===== config.mk =====
export PLATFORM = sky130hd
export DESIGN_NAME = trap_scheduler_flat
export DESIGN_NICKNAME = d
export VERILOG_FILES = /design/src/rtl/holy_core_pkg.sv /design/src/rtl/trap_scheduler_if.sv /design/src/rtl/trap_scheduler_irq_sync.sv /design/src/rtl/trap_scheduler.sv /design/src/flat_wrapper.sv
export SDC_FILE = /design/constraint.sdc
export NUM_CORES = 1
export LEC_CHECK = 0
export ABC_AREA = 1
export BUFFER_PORTS_ARGS = -buffer_cell sky130_fd_sc_hd__buf_2
export CORE_AREA = 2 2 118 120
export DETAILED_ROUTE_END_ITERATION = 12
export DIE_AREA = 0 0 120 122
export PLACE_DENSITY = 0.67
export SLEW_MARGIN = 20
export SYNTH_ARGS = -nofsm -noshare
export SYNTH_HDL_FRONTEND = slang
export SYNTH_SLANG_ARGS = --single-unit

===== constraint.sdc =====
create_clock -name clk -period 4.2 [get_ports clk]
set_clock_uncertainty 0.2 [all_clocks]
set_input_delay 0.21 -clock clk [delete_from_list [all_inputs] [get_ports clk]]
set_output_delay 0.21 -clock clk [all_outputs]
set_load 0.1 [all_outputs]

===== src/rtl/holy_core_pkg.sv =====
// Shared trap definitions for the core: scheduler state, interrupt cause
// codes, mie/mip bit positions and the mtvec mode encoding.
package holy_core_pkg;

  typedef enum logic {
    IDLE    = 1'b0,
    PENDING = 1'b1
  } trap_state_t;

  localparam logic [30:0] CAUSE_MEI = 31'd11;
  localparam logic [30:0] CAUSE_MSI = 31'd3;
  localparam logic [30:0] CAUSE_MTI = 31'd7;

  // The same bit positions index both mie and mip.
  localparam int MEI_BIT = 11;
  localparam int MSI_BIT = 3;
  localparam int MTI_BIT = 7;

  localparam logic [1:0] MTVEC_MODE_VECTORED = 2'b01;

  typedef struct packed {
    logic        is_irq;
    logic [30:0] cause;
    logic [31:0] epc;
  } trap_req_t;

endpackage


===== src/rtl/trap_scheduler_if.sv =====
// Bundle between the trap scheduler and the control unit / CSR file / PC select.
// master = the core side driving requests, slave = the scheduler.
interface trap_scheduler_if;
  logic        stall_i;
  logic [31:0] pc_i;
  logic        exception_i;
  logic [30:0] exception_cause_i;
  logic        m_ret_i;
  logic        irq_ext_i;
  logic        irq_timer_i;
  logic        irq_soft_i;
  logic        mstatus_mie_i;
  logic [31:0] mie_i;
  logic [31:0] mtvec_i;
  logic [31:0] mepc_i;

  logic        trap_o;
  logic [31:0] trap_target_o;
  logic [31:0] mcause_o;
  logic [31:0] mepc_o;
  logic        csr_trap_we_o;
  logic        mret_o;
  logic        flush_o;
  logic [31:0] mip_o;
  logic        busy_o;

  modport master (
    output stall_i, pc_i, exception_i, exception_cause_i, m_ret_i,
           irq_ext_i, irq_timer_i, irq_soft_i, mstatus_mie_i, mie_i,
           mtvec_i, mepc_i,
    input  trap_o, trap_target_o, mcause_o, mepc_o, csr_trap_we_o,
           mret_o, flush_o, mip_o, busy_o
  );

  modport slave (
    input  stall_i, pc_i, exception_i, exception_cause_i, m_ret_i,
           irq_ext_i, irq_timer_i, irq_soft_i, mstatus_mie_i, mie_i,
           mtvec_i, mepc_i,
    output trap_o, trap_target_o, mcause_o, mepc_o, csr_trap_we_o,
           mret_o, flush_o, mip_o, busy_o
  );
endinterface


===== src/rtl/trap_scheduler_irq_sync.sv =====
// N-flop synchronizer for an asynchronous level input, with synchronous
// active-high clear.
module irq_sync #(
  parameter int STAGES = 2
) (
  input  logic clk,
  input  logic rst,
  input  logic d,
  output logic q
);

  logic [STAGES-1:0] sync_q;

  // NOTE: sequential state is always assigned with <= so every flop samples
  // the pre-edge value of its neighbour; = here would collapse the chain.
  always_ff @(posedge clk) begin
    if (rst) sync_q <= '0;
    else     sync_q <= {sync_q[STAGES-2:0], d};
  end

  assign q = sync_q[STAGES-1];

endmodule


===== src/rtl/trap_scheduler.sv =====
// Trap entry / MRET sequencer: fixed-priority exception and interrupt arbiter
// with stall hold-over. Define TRAP_VECTORED_EN for vectored interrupt targets.
module trap_scheduler
  import holy_core_pkg::*;
#(
  parameter int          IRQ_SYNC_STAGES = 2,
  parameter logic [31:0] RESET_VECTOR    = 32'h0000_0000
) (
  input logic              clk,
  input logic              rst,
  trap_scheduler_if.slave  bus
);

  trap_state_t state_q, state_d;
  trap_req_t   latch_q, cur_req, commit_req;
  logic        cur_valid;
  logic        commit;
  logic        mret_take;
  logic        holdoff_q;
  logic        ext_sync;
  logic [31:0] mip;
  logic        irq_en, mei_ok, msi_ok, mti_ok;
  logic [31:0] base_target, trap_target;

  irq_sync #(.STAGES(IRQ_SYNC_STAGES)) u_ext_sync (
    .clk (clk),
    .rst (rst),
    .d   (bus.irq_ext_i),
    .q   (ext_sync)
  );

  assign mip = {20'b0, ext_sync, 3'b0, bus.irq_timer_i, 3'b0, bus.irq_soft_i, 3'b0};

  // holdoff covers the cycle in which the CSR file has not yet cleared MIE.
  assign irq_en = bus.mstatus_mie_i & ~holdoff_q;
  assign mei_ok = irq_en & bus.mie_i[MEI_BIT] & mip[MEI_BIT];
  assign msi_ok = irq_en & bus.mie_i[MSI_BIT] & mip[MSI_BIT];
  assign mti_ok = irq_en & bus.mie_i[MTI_BIT] & mip[MTI_BIT];

  // NOTE: every signal written in always_comb gets a default on entry, so no
  // path leaves it unassigned and no latch is inferred.
  always_comb begin
    cur_valid      = 1'b1;
    cur_req.is_irq = 1'b1;
    cur_req.cause  = '0;
    cur_req.epc    = bus.pc_i;
    if (bus.exception_i) begin
      cur_req.is_irq = 1'b0;
      cur_req.cause  = bus.exception_cause_i;
    end else if (mei_ok) begin
      cur_req.cause  = CAUSE_MEI;
    end else if (msi_ok) begin
      cur_req.cause  = CAUSE_MSI;
    end else if (mti_ok) begin
      cur_req.cause  = CAUSE_MTI;
    end else begin
      cur_valid      = 1'b0;
      cur_req.is_irq = 1'b0;
    end
  end

  always_comb begin
    state_d    = state_q;
    commit     = 1'b0;
    mret_take  = 1'b0;
    commit_req = cur_req;
    case (state_q)
      IDLE: begin
        if (cur_valid) begin
          if (bus.stall_i) state_d = PENDING;
          else             commit  = 1'b1;
        end else if (bus.m_ret_i && !bus.stall_i) begin
          mret_take = 1'b1;
        end
      end
      PENDING: begin
        // The latched request is final: new events are ignored until it commits.
        commit_req = latch_q;
        if (!bus.stall_i) begin
          commit  = 1'b1;
          state_d = IDLE;
        end
      end
      default: state_d = IDLE;
    endcase
  end

  always_ff @(posedge clk) begin
    if (rst) begin
      state_q   <= IDLE;
      latch_q   <= '0;
      holdoff_q <= 1'b0;
    end else begin
      state_q   <= state_d;
      holdoff_q <= commit;
      if (state_q == IDLE && cur_valid && bus.stall_i) latch_q <= cur_req;
    end
  end

  assign base_target = {bus.mtvec_i[31:2], 2'b00};

`ifdef TRAP_VECTORED_EN
  always_comb begin
    trap_target = base_target;
    if (commit_req.is_irq && bus.mtvec_i[1:0] == MTVEC_MODE_VECTORED)
      trap_target = base_target + {commit_req.cause[29:0], 2'b00};
  end
`else
  assign trap_target = base_target;
  logic unused_mtvec_mode;
  assign unused_mtvec_mode = ^bus.mtvec_i[1:0];
`endif

  logic unused_mie_bits;
  assign unused_mie_bits = ^{bus.mie_i[31:12], bus.mie_i[10:8], bus.mie_i[6:4], bus.mie_i[2:0]};

  // Reset is synchronous, so outputs are forced quiet directly while rst is high.
  always_comb begin
    bus.trap_o        = 1'b0;
    bus.csr_trap_we_o = 1'b0;
    bus.flush_o       = 1'b0;
    bus.mret_o        = 1'b0;
    bus.busy_o        = 1'b0;
    bus.mip_o         = '0;
    bus.mcause_o      = '0;
    bus.mepc_o        = '0;
    bus.trap_target_o = RESET_VECTOR;
    if (!rst) begin
      bus.trap_o        = commit;
      bus.csr_trap_we_o = commit;
      bus.flush_o       = commit;
      bus.mret_o        = mret_take;
      bus.busy_o        = (state_q == PENDING);
      bus.mip_o         = mip;
      bus.mcause_o      = {commit_req.is_irq, commit_req.cause};
      bus.mepc_o        = commit_req.epc;
      bus.trap_target_o = mret_take ? bus.mepc_i : trap_target;
    end
  end

endmodule

===== src/flat_wrapper.sv =====
// flat-port wrapper written by rule: the top's interface ports become plain ports
module trap_scheduler_flat import holy_core_pkg::*;
#(
  parameter int          IRQ_SYNC_STAGES = 2,
  parameter logic [31:0] RESET_VECTOR    = 32'h0000_0000
)
  (clk, rst, bus_stall_i, bus_pc_i, bus_exception_i, bus_exception_cause_i, bus_m_ret_i, bus_irq_ext_i, bus_irq_timer_i, bus_irq_soft_i, bus_mstatus_mie_i, bus_mie_i, bus_mtvec_i, bus_mepc_i, bus_trap_o, bus_trap_target_o, bus_mcause_o, bus_mepc_o, bus_csr_trap_we_o, bus_mret_o, bus_flush_o, bus_mip_o, bus_busy_o);
  trap_scheduler_if bus_i ();
  input logic clk;
  input logic rst;
  input wire logic [$bits(bus_i.stall_i)-1:0] bus_stall_i;
  input wire logic [$bits(bus_i.pc_i)-1:0] bus_pc_i;
  input wire logic [$bits(bus_i.exception_i)-1:0] bus_exception_i;
  input wire logic [$bits(bus_i.exception_cause_i)-1:0] bus_exception_cause_i;
  input wire logic [$bits(bus_i.m_ret_i)-1:0] bus_m_ret_i;
  input wire logic [$bits(bus_i.irq_ext_i)-1:0] bus_irq_ext_i;
  input wire logic [$bits(bus_i.irq_timer_i)-1:0] bus_irq_timer_i;
  input wire logic [$bits(bus_i.irq_soft_i)-1:0] bus_irq_soft_i;
  input wire logic [$bits(bus_i.mstatus_mie_i)-1:0] bus_mstatus_mie_i;
  input wire logic [$bits(bus_i.mie_i)-1:0] bus_mie_i;
  input wire logic [$bits(bus_i.mtvec_i)-1:0] bus_mtvec_i;
  input wire logic [$bits(bus_i.mepc_i)-1:0] bus_mepc_i;
  output wire logic [$bits(bus_i.trap_o)-1:0] bus_trap_o;
  output wire logic [$bits(bus_i.trap_target_o)-1:0] bus_trap_target_o;
  output wire logic [$bits(bus_i.mcause_o)-1:0] bus_mcause_o;
  output wire logic [$bits(bus_i.mepc_o)-1:0] bus_mepc_o;
  output wire logic [$bits(bus_i.csr_trap_we_o)-1:0] bus_csr_trap_we_o;
  output wire logic [$bits(bus_i.mret_o)-1:0] bus_mret_o;
  output wire logic [$bits(bus_i.flush_o)-1:0] bus_flush_o;
  output wire logic [$bits(bus_i.mip_o)-1:0] bus_mip_o;
  output wire logic [$bits(bus_i.busy_o)-1:0] bus_busy_o;
  assign bus_i.stall_i = bus_stall_i;
  assign bus_i.pc_i = bus_pc_i;
  assign bus_i.exception_i = bus_exception_i;
  assign bus_i.exception_cause_i = bus_exception_cause_i;
  assign bus_i.m_ret_i = bus_m_ret_i;
  assign bus_i.irq_ext_i = bus_irq_ext_i;
  assign bus_i.irq_timer_i = bus_irq_timer_i;
  assign bus_i.irq_soft_i = bus_irq_soft_i;
  assign bus_i.mstatus_mie_i = bus_mstatus_mie_i;
  assign bus_i.mie_i = bus_mie_i;
  assign bus_i.mtvec_i = bus_mtvec_i;
  assign bus_i.mepc_i = bus_mepc_i;
  assign bus_trap_o = bus_i.trap_o;
  assign bus_trap_target_o = bus_i.trap_target_o;
  assign bus_mcause_o = bus_i.mcause_o;
  assign bus_mepc_o = bus_i.mepc_o;
  assign bus_csr_trap_we_o = bus_i.csr_trap_we_o;
  assign bus_mret_o = bus_i.mret_o;
  assign bus_flush_o = bus_i.flush_o;
  assign bus_mip_o = bus_i.mip_o;
  assign bus_busy_o = bus_i.busy_o;
  trap_scheduler #(.IRQ_SYNC_STAGES(IRQ_SYNC_STAGES), .RESET_VECTOR(RESET_VECTOR)) u_core (.clk(clk), .rst(rst), .bus(bus_i));
endmodule

==> impl_metrics.yaml <==
global_route:
  grt_max_degree: 51
  grt_overflow: 0
  antenna_found_initial: 0
  grt_pass1_vias: 4721
  grt_pass1_wl_mm: 23.2
  grt_usage_pct: 19.6
power_and_ir_drop:
  pwr_density_cell_mw_per_mm2: 392
  clkPwrFrac_pct: 30.4
  peakVddDrop_uv: 204
  power_leakage_uw: 0.00326
  p_seq_share_pct: 29.6
  switching_share_pct: 44.4
  p_comb_share_pct: 39.9
  intPower_uw: 1330
  power.switching_uw: 1060
critical_path:
  path_cells: "nand2_1 -> inv_1 -> nand2_2 -> nand3_4 -> nor2_4 -> nor2_1 -> nor2_1 -> buf_2"
  endpoint_kind: "output pin"
  arrival_ps: 2780
  path_max_fanout: 39
  critical_path.top_delay_family: "simple AND/OR/NAND/NOR gates"
  worstPathRequired_ps: 3790
  cpMostUsedCell: "nor2_1"
  crit_path_start_kind: "flip-flop"
  crit_slowest_cell: "nor2_4"
  critPathMaxStageDelay_ps: 730
  path_class: "reg2out"
  crit_buf_inv: 2
floorplanning:
  die_w_um: 120
  pin_count: 301
  initial_utilization_pct: 33.1
  die_area_mm2: 0.0146
  core-area_mm2: 0.0135
  core.rowCount: 43
  chipHeight_um: 122
logic_synthesis:
  syn_avg_cell_area_um2: 6.10
  synth-simple-area-share_pct: 38.0
  synth_top_family_by_area: "simple AND/OR/NAND/NOR gates"
  ys_seq_elements: 68
  yosysWarnings: 0
  synth_compound_area_share_pct: 12.8
  netlist_area_mm2: 0.00447
  synthMuxAreaShare_pct: 0
  ys_seq_area_share_pct: 30.5
  synthAdderAreaFrac_pct: 0
  synth_top_area_cell: "dfxtp_1"
  synth_top_area_share_pct: 30.5
  synth_xor_area_share_pct: 0
  synth_cell_types: 26
  synth_cells: 733
  synth_area_leaders: "dfxtp_1 (30%), nand2_1 (13%), nor2_1 (12%)"
final_layout:
  num_antenna_cells: 0
  drive_above_1_share_pct: 28.8
  area_growth_pct: 36.6
  final_cell_count_no_fill: 1142
  n_fill_cell: 1479
  final_common_cell: "buf_2"
  layout_common_cells: "buf_2 (240), nand2_1 (155), nor2_1 (138), inv_1 (75), dfxtp_1 (68)"
  nets: 1128
placed_design:
  dpl.hpwl_mm: 10.2
  dp_cells: 1101
  port_buffers: 240
  finalWeightedCongestion: 0.778
clocking:
  cts_sinks: 68
  clockRootBuffer: "clkbuf_16"
  cts_buffers: 9
  path_clk_slew_ps: 50
  htree_levels: 3
  clk_latency_ps: 330
  cts_resized: 0
  cts_tree: "built"
  clockBufferDepth: 2
route:
  via_count: 5346
  drc_errors: 0
  drt_iter0_drc: 337
  ant_nets: 0
  viasPerCell: 4.68
  first_pass_iters: 5
  routed_wl_mm: 15.0
  post_drt_wl_per_cell_um: 13.2
sta:
  setup_violations: 0
  setup-tns-final_ps: 0
  min_period_over_period_pct: 75.9
  rsz0062_at_grt: "false"
  hold_violations: 1
  max_freq_ghz: 0.314
  drv_slew: 0
  tightestPinTransition_ps: 897
  finalCriticalPeriod_ps: 3190
  relSlewSlack_pct: 40.1
  hold_slack_ps: -2.66
run_status:
  status: "complete, but fails checks"
  violations: "hold timing"
flow_run:
  cap_violations: 0
min_path:
  hp-class: "in2reg"
metrics by stage:
stage,worst slack (ps),instance area [um^2],utilization [%],power [uW]
2_1_floorplan,819,4570,-,1520
3_3_place_gp,1290,5550,41.1,1660
3_5_place_dp,1290,5550,41.1,1660
4_1_cts,985,6110,45.2,2410
5_1_grt,806,6110,45.2,2500
6_report,1010,6110,45.2,2390
worst min-delay path: stages:
cell and delay (ps):
buf_2 90, nand2_1 70, o21ai_0 90
cell usage after synthesis:
cell      count
nand2_1     155
nor2_1      138
inv_1        75
dfxtp_1      68
nand3_1      63
buf_4        37
o21ai_0      33
nand4_1      31
o21ai_1      28
buf_2        26
a21oi_1      18
a32o_1       16
clkbuf_1     16
inv_2         6
buf_1         4
buf_6         4
nand2_2       3
nor2_2        3
nor2_4        2
clkinv_1      1
conb_1        1
nand3_4       1
nor3_1        1
o211ai_1      1
o31ai_1       1
or2_2         1
state kept, by name, summed over array words and instances (netlist names):
| register | count |
|---|---|
| u_core.holdoff_q | 1 |
| u_core.latch_q | 64 |
| u_core.state_q | 1 |
| u_core.u_ext_sync.sync_q | 2 |
layout make-up:
cell class / instances / area [um^2] / share of cell area, %
Clock buffer: 10 / 239 / 3.91
Clock inverter: 3 / 40.0 / 0.656
Inverter: 82 / 308 / 5.04
Multi-Input combinational cell: 524 / 2390 / 39.1
Sequential cell: 68 / 1360 / 22.3
Tap cell: 180 / 225 / 3.69
Timing Repair Buffer: 275 / 1550 / 25.3
logic make-up after synthesis:
| kind of cell | Yosys count |
|---|---|
| AOI/OAI and AO/OA | 97 |
| buffers and inverters | 169 |
| DFF | 68 |
| and+or+nand+nor | 398 |
| other | 1 |
power groups by stage:
stage	Sequential [uW]	Combinational [uW]	Clock [uW]
global route	714	1010	770
CTS	709	958	743
detailed placement	722	936	0
floorplan	718	798	0
finish	709	955	729
global placement	721	934	0
worst paths after layout:
check	start	to	slack (ps)	cells past startpoint
max reg2reg	u_core.u_ext_sync.sync_q[1]	u_core.latch_q[21]	1530	8
min reg2reg	u_core.u_ext_sync.sync_q[0]	u_core.u_ext_sync.sync_q[1]	210	2
min	bus_exception_cause_i[10]	u_core.latch_q[42]	-3	3
max	u_core.u_ext_sync.sync_q[1]	bus_trap_target_o[27]	1010	8
layer usage:
| metal | global-route usage, % | wire length [um] | vias up |
|---|---|---|---|
| met4 | 4.85 | 93 | 0 |
| met2 | 33.7 | 7330 | 198 |
| met5 | 0 | 0 | - |
| li1 | - | - | 2723 |
| met3 | 5.01 | 1120 | 5 |
| met1 | 24.6 | 6500 | 2420 |
repair_timing:
action | 4_1_cts | 5_1_grt
hold buffers | 28 | 0
endpoints found under the hold margin | 28 | 0
setup buffers | 0 | 0
No activity file was read; power rests on OpenSTA's default activity.
